--- src/rtl/mpeg_bits_pkg.sv ---
// Shared definitions for the MPEG bitstream reader/writer pair:
// writer state encoding, accumulator geometry and the code-length mask helper.
package mpeg_bits_pkg;

    localparam int ACC_BITS = 64;
    localparam int MAX_LEN  = 32;

    typedef enum logic [1:0] {
        S_RUN   = 2'd0,
        S_ALIGN = 2'd1,
        S_DRAIN = 2'd2,
        S_DONE  = 2'd3
    } wr_state_e;

    // Mask with the low 'len' bits set; lengths of 32 and above give all ones.
    function automatic logic [31:0] len_mask(input logic [5:0] len);
        logic [63:0] wide_mask;
        wide_mask = (64'd1 << len) - 64'd1;
        if (len >= 6'd32) begin
            len_mask = 32'hFFFF_FFFF;
        end else begin
            len_mask = wide_mask[31:0];
        end
    endfunction

endpackage

--- src/rtl/putbits_writer.sv ---
// MSB-first variable-length code packer: codes of 0..32 bits go into a 64-bit
// left-justified accumulator and leave as bytes over a valid/ready interface.
import mpeg_bits_pkg::*;

module putbits_writer (
    input  logic        clk,
    input  logic        rst,
    input  logic        in_valid,
    output logic        in_ready,
    input  logic [31:0] in_val,
    input  logic [5:0]  in_len,
    input  logic        flush,
    output logic        out_valid,
    input  logic        out_ready,
    output logic [7:0]  out_byte,
    output logic        out_last,
    output logic        done,
    output logic [31:0] byte_count
);

    wr_state_e   state_r, state_nxt_s;
    logic [63:0] acc_r, acc_nxt_s;
    logic [6:0]  cnt_r, cnt_nxt_s;
    logic [31:0] byte_count_r;

    logic        emit_s;
    logic        accept_s;
    logic [5:0]  len_s;
    logic [63:0] code_s;
    logic [63:0] base_acc_s;
    logic [6:0]  base_cnt_s;
    logic [6:0]  shamt_s;
    logic [6:0]  aligned_cnt_s;

    // Handshake and byte-output decode from the registered state.
    always_comb begin
        in_ready   = (state_r == S_RUN) && (cnt_r <= 7'd32);
        out_valid  = (cnt_r >= 7'd8) || ((state_r == S_DRAIN) && (cnt_r != 7'd0));
        out_byte   = acc_r[63:56];
        out_last   = (state_r == S_DRAIN) && (cnt_r == 7'd8);
        done       = (state_r == S_DONE);
        byte_count = byte_count_r;
        emit_s     = out_valid && out_ready;
        accept_s   = in_valid && in_ready;
    end

    // Packing datapath and next-state selection.
    always_comb begin
        len_s  = (in_len > 6'(MAX_LEN)) ? 6'(MAX_LEN) : in_len;
        code_s = {32'd0, in_val & len_mask(len_s)};

        // A byte leaving this cycle frees its 8 bits before the new code lands.
        if (emit_s) begin
            base_acc_s = acc_r << 8;
            base_cnt_s = cnt_r - 7'd8;
        end else begin
            base_acc_s = acc_r;
            base_cnt_s = cnt_r;
        end

        shamt_s       = 7'd64 - base_cnt_s - {1'b0, len_s};
        aligned_cnt_s = (base_cnt_s + 7'd7) & 7'h78;

        acc_nxt_s   = base_acc_s;
        cnt_nxt_s   = base_cnt_s;
        state_nxt_s = state_r;

        case (state_r)
            S_RUN: begin
                if (accept_s) begin
                    acc_nxt_s = base_acc_s | (code_s << shamt_s);
                    cnt_nxt_s = base_cnt_s + {1'b0, len_s};
                end else begin
                    cnt_nxt_s = base_cnt_s;
                end
                if (flush) begin
                    state_nxt_s = S_ALIGN;
                end else begin
                    state_nxt_s = S_RUN;
                end
            end
            S_ALIGN: begin
                // Padding bits are already zero, so alignment only moves cnt.
                cnt_nxt_s = aligned_cnt_s;
                if (aligned_cnt_s == 7'd0) begin
                    state_nxt_s = S_DONE;
                end else begin
                    state_nxt_s = S_DRAIN;
                end
            end
            S_DRAIN: begin
                if (base_cnt_s == 7'd0) begin
                    state_nxt_s = S_DONE;
                end else begin
                    state_nxt_s = S_DRAIN;
                end
            end
            S_DONE: begin
                state_nxt_s = S_RUN;
            end
            default: begin
                state_nxt_s = S_RUN;
                acc_nxt_s   = 64'd0;
                cnt_nxt_s   = 7'd0;
            end
        endcase
    end

    // State, accumulator and byte counter registers.
    always_ff @(posedge clk or negedge rst) begin
        if (!rst) begin
            state_r      <= S_RUN;
            acc_r        <= 64'd0;
            cnt_r        <= 7'd0;
            byte_count_r <= 32'd0;
        end else begin
            state_r <= state_nxt_s;
            acc_r   <= acc_nxt_s;
            cnt_r   <= cnt_nxt_s;
            if (emit_s) begin
                byte_count_r <= byte_count_r + 32'd1;
            end else begin
                byte_count_r <= byte_count_r;
            end
        end
    end

endmodule

--- config.mk ---
export PLATFORM = sky130hd
export DESIGN_NAME = putbits_writer
export DESIGN_NICKNAME = d
export VERILOG_FILES = /design/src/rtl/mpeg_bits_pkg.sv /design/src/rtl/putbits_writer.sv
export SDC_FILE = /design/constraint.sdc
export NUM_CORES = 1
export LEC_CHECK = 0
export CAP_MARGIN = 30
export CORE_UTILIZATION = 54
export DETAILED_ROUTE_END_ITERATION = 10
export GPL_TIMING_DRIVEN = 0
export HOLD_SLACK_MARGIN = 0.08
export PLACE_DENSITY = 0.79
export SETUP_SLACK_MARGIN = 0.3
export SYNTH_ARGS = -nofsm -noshare
export SYNTH_HDL_FRONTEND = slang
export SYNTH_SLANG_ARGS = --single-unit
--- constraint.sdc ---
create_clock -name clk -period 4.83 [get_ports clk]
set_clock_uncertainty 0.05 [all_clocks]
set_input_delay 0.966 -clock clk [delete_from_list [all_inputs] [get_ports clk]]
set_output_delay 0.966 -clock clk [all_outputs]
set_load 0.005 [all_outputs]
==> results.py <==
metrics = {
    "status": {
        "status": "finished, final reports clean",
    },
    "drt": {
        "dr_total_vias": 10551,
        "final_antenna_net_count": 0,
        "drc_errors": 0,
        "drt-vias-per-instance": 7.11,
        "drt-wirelength-per-cell_microns": 25.6,
        "drt_iter0_drc": 1621,
        "drt-pass1-iter-count": 6,
        "wirelength_mm": 37.9,
    },
    "logic_synthesis": {
        "synth_edf_count": 0,
        "ys_async_sr_fraction_pct": 100,
        "synth_top_area_share_pct": 28.6,
        "netlist_top_cells_area": "dfrtp_1 (29%), mux2i_1 (5.6%), nor2_1 (4.7%), nand2_1 (4.0%), ha_1 (3.4%)",
        "syn_nets": 1189,
        "synth_cells": 1119,
        "syn_area_sq_um": 9190,
        "yosys_warnings": 0,
        "syn_avg_cell_area_sq_um": 8.21,
        "synth_ff_type": "dfrtp_1",
        "synthDistinctLibCells": 92,
        "seq_area_frac_synth_pct": 28.6,
        "yosys.area.top_type": "dfrtp_1",
        "ys_seq_elements": 105,
    },
    "setup_path": {
        "path_buf_inv": 6,
        "r2r_slack_ps": 140,
        "crit_type": "flop to flop",
        "crit_chain": "inv_2 > ha_4 > or4b_4 > and3_4 > a21boi_4 > buf_6 > nand2_2 > xnor2_4 > ha_4 > ha_4 > buf_4 > and3b_1 > a21oi_2 > o2111ai_2 > xnor3_1 > nand2b_4 > buf_12 > buf_4 > nor2_4 > buf_4 > a221o_1",
        "worstPathArrival_ps": 4890,
        "cp_top_family": "simple AND/OR/NAND/NOR gates",
        "cp_max_fo": 6,
        "r2r-end": "acc_r[54]",
        "slowest_stage": "or4b_4",
        "worst_r2r_path_depth": 21,
        "rr_startpoint": "cnt_r[4]",
        "end_kind": "flop",
        "worstPathRequired_ps": 5030,
        "cp_slowest_stage_delay_ps": 490,
        "start_kind": "flop",
    },
    "floorplanning": {
        "die_x_microns": 132,
        "start_util_pct": 55.4,
        "dieArea_sq_um": 17500,
        "row_count": 47,
        "core_region_area_sq_um": 16600,
        "io_pins": 87,
        "die_y_microns": 132,
    },
    "clocking": {
        "clock_sinks": 105,
        "cts_tree": "done",
        "holdBufCountCts": 0,
        "cts.reportedPaths.clkPinSlew_ps": 90,
        "htreeDepth": 3,
        "cts-buffers-inserted": 9,
        "cts_root_buf": "clkbuf_16",
        "clock_path_buffers": 2,
        "insertion_delay_ps": 370,
    },
    "placement": {
        "dp_hpwl_mm": 27.1,
        "portBuffers": 84,
        "place.gp.congestion": 1.01,
        "preCtsSetupSlack_ps": -1420,
    },
    "global_route": {
        "grtUsageTotal_pct": 42.3,
        "grt_max_degree": 69,
        "grt_pass1_vias": 10184,
        "grt_pass1_wl_mm": 57.2,
        "grt_antenna_before_repair": 1,
        "grt_overflow": 0,
    },
    "worst_hold_path": {
        "hp-start": "byte_count[31]",
        "hold_path.class": "flop to flop",
        "hold_path_end": "byte_count[31]",
        "hold_path_depth": 1,
    },
    "timing": {
        "finalCritPeriodShare_pct": 97.1,
        "finalWorstSetupSlack_ps": 140,
        "hold_ws_ps": 422,
        "timing.final.hold_violations": 0,
        "tightest_slew_ps": 895,
        "fmax_mhz": 213,
        "setup_viol_count_final": 0,
        "min_period_ps": 4690,
        "rsz0062_at_grt": "true",
        "slew_viol_final": 0,
        "slew_headroom_pct": 39.9,
    },
    "final_layout": {
        "final_nets": 1328,
        "area_growth_pct": 27.8,
        "final_cell_mix": "nor2_1 (108), dfrtp_1 (102), nand2_1 (89)",
        "final_common_cell": "nor2_1",
        "drive_above_1_share_pct": 21.9,
        "final_core_util_pct": 70.8,
    },
    "job": {
        "maxCapViolCount": 0,
    },
}
==> metrics by stage <==
stage / setup TNS [ps] / area (sq um) / std cells
finish: 0 / 11700 / 1484
global route: 0 / 11700 / 1483
detailed placement: -78580 / 10400 / 1424
global placement: -203000 / 10400 / 1423
floorplan: 0 / 9250 / 1119
CTS: 0 / 11400 / 1470
==> worst register-to-register path, stage by stage, from the launching register on <==
cell and delay [ps]:
dfrtp_1 410, inv_2 90, ha_4 150, or4b_4 490
and3_4 190, a21boi_4 220, buf_6 140, nand2_2 80
xnor2_4 250, ha_4 260, ha_4 220, buf_4 170
and3b_1 200, a21oi_2 140, o2111ai_2 150, xnor3_1 360
nand2b_4 190, buf_12 130, buf_4 120, nor2_4 50
buf_4 180, a221o_1 330
==> how the worst max path moves through the flow <==
stage,to,from,depth (start not counted)
global placement,acc_r[48],in_len[5],18
global route,acc_r[54],cnt_r[4],20
detailed placement,acc_r[58],in_len[5],16
floorplan,acc_r[30],cnt_r[4],19
CTS,acc_r[39],in_len[1],17
finish,acc_r[54],cnt_r[4],21
==> metal layers <==
layer / share of wire, % / vias up / global-route usage [%]
li1: - / 4449 / -
met1: 37 / 5020 / 55.1
met2: 45 / 906 / 66.5
met3: 14 / 176 / 12.7
met4: 4.2 / 0 / 15.5
met5: 0 / - / 0
==> synth_stat cells, types with 14 or more instances <==
library cell  count
nor2_1          116
dfrtp_1         105
nand2_1          98
o21ai_0          61
mux2i_1          51
clkbuf_1         50
nand3_1          46
a21oi_1          40
inv_1            35
xnor2_1          34
nor3_1           28
ha_1             25
buf_2            22
o22ai_1          22
nand4_1          21
o221ai_1         17
o211ai_1         16
a31oi_1          14
and3_1           14
mux2_2           14
nand2b_1         14
o21a_1           14
xor2_1           14
==> sequential cells by signal, summed over array words and instances (netlist names) <==
name and flops:
acc_r 64, cnt_r 7, byte_count 32, state_r 2
==> final cells by class <==
type                            count  area (sq um)
Multi-Input combinational cell    886          6550
Fill cell                        1299          4840
Sequential cell                   105          2630
Timing Repair Buffer              128          1200
Buffer                             93           629
Tap cell                          220           275
Clock buffer                        9           225
Inverter                           35           138
Clock inverter                      7          91.3
Antenna cell                        1          2.50
==> cell families (layout without fill, tap and decap cells) <==
group	Yosys count	in the layout	synth area share [%]
flip-flops	105	105	28.6
AO/OA/AOI/OAI	327	327	25.6
XOR/XNOR	49	49	4.82
adder cells (fa/ha/maj)	27	27	3.84
multiplexers	69	69	8.25
other	0	1	0
AND/OR/NAND/NOR	414	414	22.5
buffers and inverters	128	272	6.35
==> timing repair <==
| action | CTS | global route |
|---|---|---|
| cloned | 1 | 0 |
| buffers inserted | 29 | 13 |
| pin swaps | 19 | 23 |
| gates resized for setup | 142 | 75 |
| endpoints found under the setup margin | 64 | 62 |
Power is not shown: default switching activity piles up to over one toggle a cycle in this logic, so the estimate is an artifact.
